--- config.mk ---
export PLATFORM = sky130hd
export DESIGN_NAME = pwm_decoder
export DESIGN_NICKNAME = d
export VERILOG_FILES = /design/src/rtl/pwm_decoder.sv
export SDC_FILE = /design/constraint.sdc
export NUM_CORES = 1
export LEC_CHECK = 0
export ABC_AREA = 1
export CELL_PAD_IN_SITES_DETAIL_PLACEMENT = 0
export CELL_PAD_IN_SITES_GLOBAL_PLACEMENT = 1
export CORE_MARGIN = 2
export CORE_UTILIZATION = 40
export DETAILED_ROUTE_END_ITERATION = 6
export PLACE_DENSITY_LB_ADDON = 0.1
export SYNTH_ARGS = -nofsm -noshare
export SYNTH_HDL_FRONTEND = slang
export SYNTH_SLANG_ARGS = --single-unit
--- constraint.sdc ---
create_clock -name clk -period 6.72 [get_ports clk]
set_clock_uncertainty 0.05 [all_clocks]
set_input_delay 1.68 -clock clk [delete_from_list [all_inputs] [get_ports clk]]
set_output_delay 1.68 -clock clk [all_outputs]
set_load 0.03 [all_outputs]
--- src/rtl/pwm_decoder.sv ---
// Three-channel PWM duty decoder: measures high clocks per fixed 256-clock window.
// Define PWM_DEC_STABLE_EN to publish results only when two consecutive windows agree.
module pwm_decoder (
  input  logic       clk,
  input  logic       rst,
  input  logic       en,
  input  logic       R_in,
  input  logic       G_in,
  input  logic       B_in,
  output logic [7:0] R,
  output logic [7:0] G,
  output logic [7:0] B,
  output logic       valid,
  output logic       locked
);

  typedef enum logic [1:0] {IDLE, ACQUIRE, RUN} state_t;

  state_t            state, state_nx;
  logic [7:0]        win_cnt;
  logic [2:0]        sync1, sync2;     // bit 2 = red, 1 = green, 0 = blue
  logic [2:0][8:0]   acc;
  logic [2:0][8:0]   sum;
  logic [2:0][7:0]   res;
  logic              win_end;
  logic              clr;
  logic              acq_done;
  logic              update;

  assign win_end = (win_cnt == 8'hFF);
  assign clr     = !en || (state == IDLE);
  assign locked  = (state == RUN);

  // Window result includes the sample taken on the last window clock.
  // NOTE: every signal driven in always_comb is assigned first, so no path leaves it unassigned (no latch).
  always_comb begin
    sum = '0;
    res = '0;
    for (int i = 0; i < 3; i++) begin
      sum[i] = acc[i] + {8'd0, sync2[i]};
      res[i] = sum[i][8] ? 8'hFF : sum[i][7:0];
    end
  end

`ifdef PWM_DEC_STABLE_EN
  logic [2:0][7:0] prev;
  logic            acq_seen;

  // One discarded window, then one reference window before RUN.
  assign acq_done = acq_seen;
  assign update   = (res == prev);

  always_ff @(posedge clk or posedge rst) begin
    if (rst) begin
      prev     <= '0;
      acq_seen <= 1'b0;
    end else if (clr) begin
      acq_seen <= 1'b0;
    end else if (win_end) begin
      prev <= res;
      if (state == ACQUIRE) acq_seen <= 1'b1;
    end
  end
`else
  assign acq_done = 1'b1;
  assign update   = 1'b1;
`endif

  always_ff @(posedge clk or posedge rst) begin
    if (rst) state <= IDLE;
    else     state <= state_nx;
  end

  always_comb begin
    state_nx = state;
    if (!en) begin
      state_nx = IDLE;
    end else begin
      case (state)
        IDLE:    state_nx = ACQUIRE;
        ACQUIRE: if (win_end && acq_done) state_nx = RUN;
        RUN:     state_nx = RUN;
        default: state_nx = IDLE;
      endcase
    end
  end

  // R/G/B are deliberately left untouched by clr so they hold across a disable.
  // NOTE: sequential state uses non-blocking assignments so all flops sample pre-edge values.
  always_ff @(posedge clk or posedge rst) begin
    if (rst) begin
      win_cnt <= '0;
      sync1   <= '0;
      sync2   <= '0;
      acc     <= '0;
      R       <= '0;
      G       <= '0;
      B       <= '0;
      valid   <= 1'b0;
    end else if (clr) begin
      win_cnt <= '0;
      sync1   <= '0;
      sync2   <= '0;
      acc     <= '0;
      valid   <= 1'b0;
    end else begin
      sync1   <= {R_in, G_in, B_in};
      sync2   <= sync1;
      win_cnt <= win_cnt + 8'd1;
      valid   <= 1'b0;
      for (int i = 0; i < 3; i++) begin
        acc[i] <= win_end ? 9'd0 : sum[i];
      end
      if (win_end && (state == RUN) && update) begin
        {R, G, B} <= res;
        valid     <= 1'b1;
      end
    end
  end

endmodule

# Yosys cells after proc, flatten, opt, wreduce, memory -nomap -nowiden
# Index checks and enable logic that the tools add are counted.
totals:
  regBits: 68
  in_bits: 6
  output_inout_bits: 26
  word_cells: 40
classes:
  add_sub_neg: 4
  eq_ne: 4
  n_mux: 15
  bitwise_logic: 1
  reduce_logical: 5
op_table:
  columns: ["operator", "count"]
  rows:
  - ["$mux 8", 4]
  - ["$add 9x1->9", 3]
  - ["$mux 27", 1]
  - ["$mux 9", 3]
  - ["$add 8x1->8 const B", 1]
  - ["$eq 8x8->1 const B", 1]
  - ["$mux 3", 2]
  - ["$pmux 2 s3", 1]
  - ["$mux 2", 2]
  - ["$ne 3x3->1 const B", 1]
  - ["$eq 2x1->1 const B", 1]
  - ["$eq 2x2->1 const B", 1]
  - ["$logic_not 2->1", 1]
  - ["$mux 1", 2]
  - ["$reduce_and 2->1", 1]
  - ["$logic_and 1x1->1", 1]
  - ["$logic_not 1->1", 1]
  - ["$logic_or 1x1->1", 1]
  - ["$not 1->1", 1]

# Depth between registers and ports, before layout
# Gate-level depths: netlist (run 1).
logic_depth:
  word_depth: 4
  mapped_depth: 10
  depth_no_buf: 10

# Worst setup path before layout (run 1)
# Ideal clock, no wire load.
synth_timing:
  kind: "flip-flop to output port"
  start: "register state[0]"
  end: "output locked"
  t_arrival_ns: 0.847
  t_required_ns: 4.990
  path_slack_ns: 4.143
  path_stages_with_launch: 3
  n_path_buf: 0
  path_cell_list: "dfrtp_1 > inv_1 > ha_1"
synth_between:
  elab_chain_len: 1
synth_rtl:
  columns: ["item", "line", "source"]
  rows:
  - ["start, declared", "19", "state_t state, state_nx;"]
  - ["start signal, assigned", "71", "else state <= state_nx;"]
  - ["$eq 2x2->1", "32", "assign locked = (state == RUN);"]
  - ["end, declared", "14", "output logic locked"]
# Every way passes these cells.

# Final worst setup path (run 1)
layout_timing:
  start: "input en"
  end: "register R[0]"
layout_between:
  elab_chain_len: 4
layout_rtl:
  columns: ["item", "line", "source"]
  rows:
  - ["start, declared", "6", "input logic en,"]
  - ["$logic_not 1->1", null, null]
  - ["$logic_or 1x1->1", "31", "assign clr = !en || (state == IDLE);"]
  - ["$not 1->1 (no source line)", null, null]
  - ["$reduce_and 2->1 (no source line)", null, null]
  - ["end signal, assigned", "115", "{R, G, B} <= res;"]
  - ["end, declared", "10", "output logic [7:0] R,"]
# Every way passes these cells.
# A chain may end at the register's enable or synchronous reset.

==> summary.md, run 1 <==
| Metric | Value |
|---|---|
| Final Max Tran Viols | `0` |
| Gpl congestion | `between 0.7 and 0.8` |
| TritonCTS Buffers | `9` |
| Die footprint | `0.00852 sq mm` |
| Most frequent cell after synthesis | `nand2_1` |
| Async SR Flop Fraction | `100%` |
| Critical Path Fanout Max | `30` |
| GRT Util Overall | `15.9%` |
| Mapped Area | `0.00312 sq mm` |
| Max-capacitance violation count | `0` |
| CTS sink count | `68` |
| Min Hold Slack | `around 0.41 ns` |
| Post-place setup slack | `roughly 2.7 ns` |
| Maximum VDD drop | `approximately 0.13 mV` |
| Post-synth top area cell | `dfrtp_1` |
| Synth top area share | `a little over half` |
| Crit start category | `primary input` |
| CP endpoint kind | `flip-flop` |
| First-pass GRT wire length | `10.6 mm` |
| GR Util met2 | `between 20% and 30%` |
| Cts repair resizes | `0` |
| WHS Path Cells | `1` |
| DR DRC count | `0` |
| Syn Inst Count | `~370` |
| Post-synth net total | `382` |
| Core Region | `around 0.0076 sq mm` |
| Post-CTS Repair Setup Buffers | `0` |
| Core Rows | `32` |
| Number of synthesized register bits | `68` |
| Max Buffers Root-to-Sink | `2` |
| PD cells | `roughly 250 mW/mm^2` |
| Synth cell count leaders | `nand2_1, dfrtp_1, nor2_1` |
| Peak Freq | `around 280 MHz` |
| Post-synthesis to final-layout area growth | `20.1%` |
| Combinational power share | `between 10% and 20%` |
| WP data arrival | `about 3.8 ns` |
| Die width | `slightly above 90 microns` |
| Worst R2R Path Depth | `8` |
| Ports | `32` |
| RSZ-0062 raised after global routing | `false` |
| Die height | `92.3 microns` |
| CTS Root Cell | `clkbuf_8` |
| Number of synthesized flops with an enable pin | `0` |
| Headroom to the max-slew limit | `about 44%` |
| Final setup margin | `just over 3 ns` |
| IO buf count | `31` |
| Mean Syn Cell Area | `between 8 and 9 sq um` |
| Synth Warn # | `0` |
| GR Util met1 | `a little over a fifth` |
| H-tree depth | `3` |
| Total power | `~940 uW` |
| Final setup violation count | `0` |
| Distinct cells, synth | `26` |
| Avg WL per Cell | `about 12 microns` |
| # diodes | `0` |
| Critical Path RT | `roughly 6.9 ns` |
| Final HPWL from detailed placement | `a little under 4 mm` |
| FILL cells | `approximately 760` |
| Static Leak | `0.00187 uW` |
| Hold Path Class | `flip-flop to flip-flop` |
| Sw frac | `between 20% and 30%` |
| WS Path Type | `primary input to flip-flop` |
| Seq/Total Area, Yosys | `about 55%` |
| Largest net degree at the start of global routing | `69` |
| Vias/cell | `4.54` |
| Sw Pwr | `around 240 uW` |
| Global route hottest layer | `met2` |
| Worst Tran Pin Value | `0.842 ns` |
| Minimum clock period | `3.61 ns` |
| Post-CTS Hold Fix Bufs | `0` |
| Starting Density | `approximately 41%` |
| CTS tree | `yes` |
| Most common flop cell mapped by yosys | `dfrtp_1` |
| Detail Route Antenna Nets | `0` |
| Synth top area cells | `dfrtp_1, nand2_1, nor2_1` |
| Vias | `approximately 2300` |
| Global route overflow | `0` |
| Worst skew pair latency | `~0.34 ns` |
| Count of final hold-check violations | `0` |
| Final Util | `49.0%` |
| Final Cycle Share | `a little over half` |
| Starting DRT DRC Count | `approximately 130` |
| Int Pwr | `between 600 and 700 uW` |
| Final wirelength | `5.98 mm` |
| Outcome | `finished clean` |
| Nets | `418` |
| Ratio of cells with drive above 1 in the final layout | `roughly 6.9%` |
| DRT Pass-1 Iters | `4` |
| Initial antenna violation count | `0` |
| Met3 Track Usage GR | `between 4 and 5%` |
| Vias in the first global route | `roughly 2300` |
| Worst-path clk slew | `about 0.070 ns` |
| Sequential share of power | `45.8%` |
| Share of power burned in the clock network | `42.0%` |
| Setup TNS Final | `0 ns` |
metrics by stage:
step | area [sq um] | cells
6_report | 3750 | 508
5_1_grt | 3750 | 508
4_1_cts | 3750 | 508
3_5_place_dp | 3510 | 492
3_3_place_gp | 3510 | 492
2_1_floorplan | 3120 | 365
cell usage in the layout, fill, tap and decap left out:
cell	count
a21oi_1	5
clkdlybuf4s50_1	31
o21a_1	1
nand2_2	5
ha_1	11
xnor2_1	5
dfrtp_1	68
nor3b_1	1
nand3b_1	1
buf_4	1
clkbuf_8	12
xor2_1	4
bufinv_16	2
nor2_2	1
nor2_4	1
inv_1	29
inv_2	2
nand4_1	6
nor2_1	62
nand2_1	121
nand2_4	1
nand3_1	18
o21ai_0	8
o21bai_1	6
clkinv_1	1
clkinv_2	2
nor2_8	1
kinds of logic after synthesis:
kind of cell,Yosys count,share of synthesized area [%]
xor+xnor,9,2.53
simple gates,218,29.2
flops,68,54.6
compound gates,20,3.77
buf+inv,39,5.58
fa+ha+maj,11,4.41
path summary, 6_finish.rpt:
check / from / to / slack [ns]
setup / recovery: en / R[0]$_DFFE_PP0P_ / 3.11
hold / removal: win_cnt[0]$_DFF_PP0_ / win_cnt[0]$_DFF_PP0_ / 0.41
hold reg to reg: win_cnt[0]$_DFF_PP0_ / win_cnt[0]$_DFF_PP0_ / 0.41
min in group asynchronous: rst / R[2]$_DFFE_PP0P_ / 1.87
max in group asynchronous: rst / valid$_DFF_PP0_ / 4.22
setup reg to reg: state[0]$_DFFE_PP0P_ / R[0]$_DFFE_PP0P_ / 4.33
final cells by class:
class,instances,area (sq um),area share (%)
Sequential cell,68,1700,45.4
Multi-Input combinational cell,258,1240,33.2
Timing Repair Buffer,32,318,8.48
Clock inverter,4,70.1,1.87
Tap cell,102,128,3.41
Clock buffer,12,165,4.41
Inverter,32,120,3.21
flip-flops by register name, indices dropped and copies added, names as in the netlist:
| signal | cells |
|---|---|
| G | 8 |
| valid | 1 |
| sync1 | 3 |
| state | 2 |
| acc | 27 |
| R | 8 |
| sync2 | 3 |
| B | 8 |
| win_cnt | 8 |
critical path: stages:
cell and delay (ns):
clkdlybuf4s50_1 0.54, inv_2 0.08, nor2_8 0.14, nand2_4 0.06, nor2_4 0.54, inv_1 0.50, nand2_1 0.17, nand2_1 0.06
routing by layer:
layer  part of all wire (%)  vias to the layer above
met1                     52                     1062
met5                      0                        -
li1                       -                     1204
met3                    3.2                        5
met4                    1.1                        0
met2                     43                       34
power groups by stage:
stage | sequential [uW] | clock (uW) | combinational, uW
floorplan | 436 | 0 | 89.6
global placement | 437 | 0 | 117
detailed placement | 438 | 0 | 118
CTS | 430 | 404 | 119
global route | 431 | 424 | 132
finish | 429 | 394 | 115
(Power assumes the default switching activity.)
==> inputs of run 2 (changes only) <==
CORE_UTILIZATION = 38   (was 40)
clock period = 3.28 ns   (was 6.72 ns; I/O delays follow)
==> run 2 against run 1 <==
Routed wire length barely moved; core utilization fell by 2.7 points; non-clock buffer count rose by 2; die area rose by 5.0%; register-to-register slack got worse by 3.0 ns; largest power group unchanged; worst hold slack improved by 0.0065 ns; critical path depth fell by 5; critical endpoint is now locked; sequential power rose by 110%; largest cell class unchanged; setup slack got worse by 2.5 ns; critical path type is now flip-flop to output pin; sequential share of layout area barely moved; clock power rose by 73%.
==> summary.md, run 2 (same netlist as run 1, synthesis figures left out) <==
| Metric | Value |
|---|---|
| Die footprint | `0.00895 sq mm` |
| Starting Density | `38.5%` |
| Final setup violation count | `0` |
| Commonest non-fill, non-tap cell in the layout | `nand2_1` |
| Final Max Tran Viols | `0` |
| Final Cycle Share | `80.5%` |
| TritonCTS Buffers | `9` |
| Total power | `around 1800 uW` |
| Die width | `94.6 microns` |
| Ratio of cells with drive above 1 in the final layout | `~6.9%` |
| Vias | `roughly 2300` |
| Core Rows | `33` |
| Final Util | `between 40 and 50%` |
| Starting DRT DRC Count | `69` |
| Static Leak | `0.00186 uW` |
| Peak Freq | `379 MHz` |
| Crit start category | `flip-flop` |
| CTS Root Cell | `clkbuf_8` |
| Nets | `420` |
| Critical Path RT | `2.41 ns` |
| Global route overflow | `0` |
| Avg WL per Cell | `approximately 12 microns` |
| Outcome | `finished clean` |
| Largest Register | `acc` |
| IO buf count | `31` |
| Critical Path Fanout Max | `4` |
| CTS tree | `yes` |
| Largest net degree at the start of global routing | `34` |
| Final setup margin | `approximately 0.64 ns` |
| Post-place setup slack | `around 0.63 ns` |
| Detail Route Antenna Nets | `0` |
| Cts repair resizes | `0` |
| Final wirelength | `approximately 6.0 mm` |
| Worst skew pair latency | `between 0.3 and 0.4 ns` |
| Headroom to the max-slew limit | `between 50% and 60%` |
| WP data arrival | `~1.8 ns` |
| Minimum clock period | `approximately 2.6 ns` |
| Maximum VDD drop | `0.269 mV` |
| Die height | `94.6 microns` |
| Initial antenna violation count | `0` |
| Worst-path clk slew | `~0.07 ns` |
| CP endpoint kind | `output pin` |
| Worst Tran Pin Value | `roughly 0.66 ns` |
| First-pass GRT wire length | `between 10 and 15 mm` |
| Gpl congestion | `about 0.78` |
| Post-synthesis to final-layout area growth | `20.0%` |
| Max-capacitance violation count | `0` |
| WS Path Type | `flip-flop to output pin` |
| RSZ-0062 raised after global routing | `false` |
| Vias in the first global route | `2363` |
| Max reg flops | `27` |
| Ports | `32` |
| CTS sink count | `~70` |
| Core Region | `around 0.008 sq mm` |
| Hold Path Class | `flip-flop to flip-flop` |
| Vias/cell | `4.52` |
| Min Hold Slack | `between 0.4 and 0.5 ns` |
| GRT Util Overall | `between 10% and 20%` |
| DR DRC count | `0` |
| H-tree depth | `3` |
| DRT Pass-1 Iters | `4` |
| Post-CTS Hold Fix Bufs | `0` |
| Setup TNS Final | `0 ns` |
| Max Buffers Root-to-Sink | `2` |
| Post-CTS Repair Setup Buffers | `0` |
| Most frequent cells in the layout | `nand2_1, dfrtp_1, nor2_1` |
| PD cells | `~480 mW/mm^2` |
| Final HPWL from detailed placement | `4.10 mm` |
| Count of final hold-check violations | `0` |
| # diodes | `0` |
## run 2: cell count changes in the layout (fill, tap and decap cells not counted)
cell / previous run / this run
buf_12: 0 / 1
buf_4: 1 / 2
bufinv_16: 2 / 0
clkbuf_1: 0 / 2
clkbuf_8: 12 / 14
clkinv_2: 2 / 0
## run 2: metal layers
layer	global-route usage (%)	wire [microns]	vias to the layer above
met2	24.5	2650	33
met5	0	0	-
li1	-	-	1204
met1	20.4	3050	1073
met3	2.79	179	9
met4	7.61	105	0
## run 2: path summary, 6_finish.rpt
check	slack (ns)	start	depth (start not counted)	endpoint
setup / recovery	0.64	state[0]$_DFFE_PP0P_	3	locked
hold / removal	0.42	win_cnt[0]$_DFF_PP0_	1	win_cnt[0]$_DFF_PP0_
setup reg to reg	1.38	state[0]$_DFFE_PP0P_	8	B[7]$_DFFE_PP0P_
hold reg to reg	0.42	win_cnt[0]$_DFF_PP0_	1	win_cnt[0]$_DFF_PP0_
max in group asynchronous	1.78	rst	3	G[1]$_DFFE_PP0P_
min in group asynchronous	0.78	rst	2	win_cnt[7]$_DFF_PP0_
## run 2: stage by stage
stage / cells / cell area [sq um]
6_report: 513 / 3740
5_1_grt: 513 / 3740
4_1_cts: 513 / 3740
3_5_place_dp: 497 / 3540
3_3_place_gp: 497 / 3540
2_1_floorplan: 365 / 3120
## run 2: final cells by class
type                            instances  area (sq um)
Clock buffer                           16           200
Fill cell                             836          4350
Inverter                               32           120
Multi-Input combinational cell        258          1240
Sequential cell                        68          1700
Tap cell                              105           131
Timing Repair Buffer                   34           345
## run 2: where the power goes
part | internal, uW | total (uW) | switching [uW]
registers | 867 | 880 | 12.9
clock network | 380 | 683 | 303
logic | 73.0 | 238 | 165
total | 1320 | 1800 | 481
## run 2: critical path, cell delays in order (launching register included)
cell and delay, ns:
dfrtp_1 0.38, inv_1 0.12, ha_1 0.24, clkdlybuf4s50_1 0.69
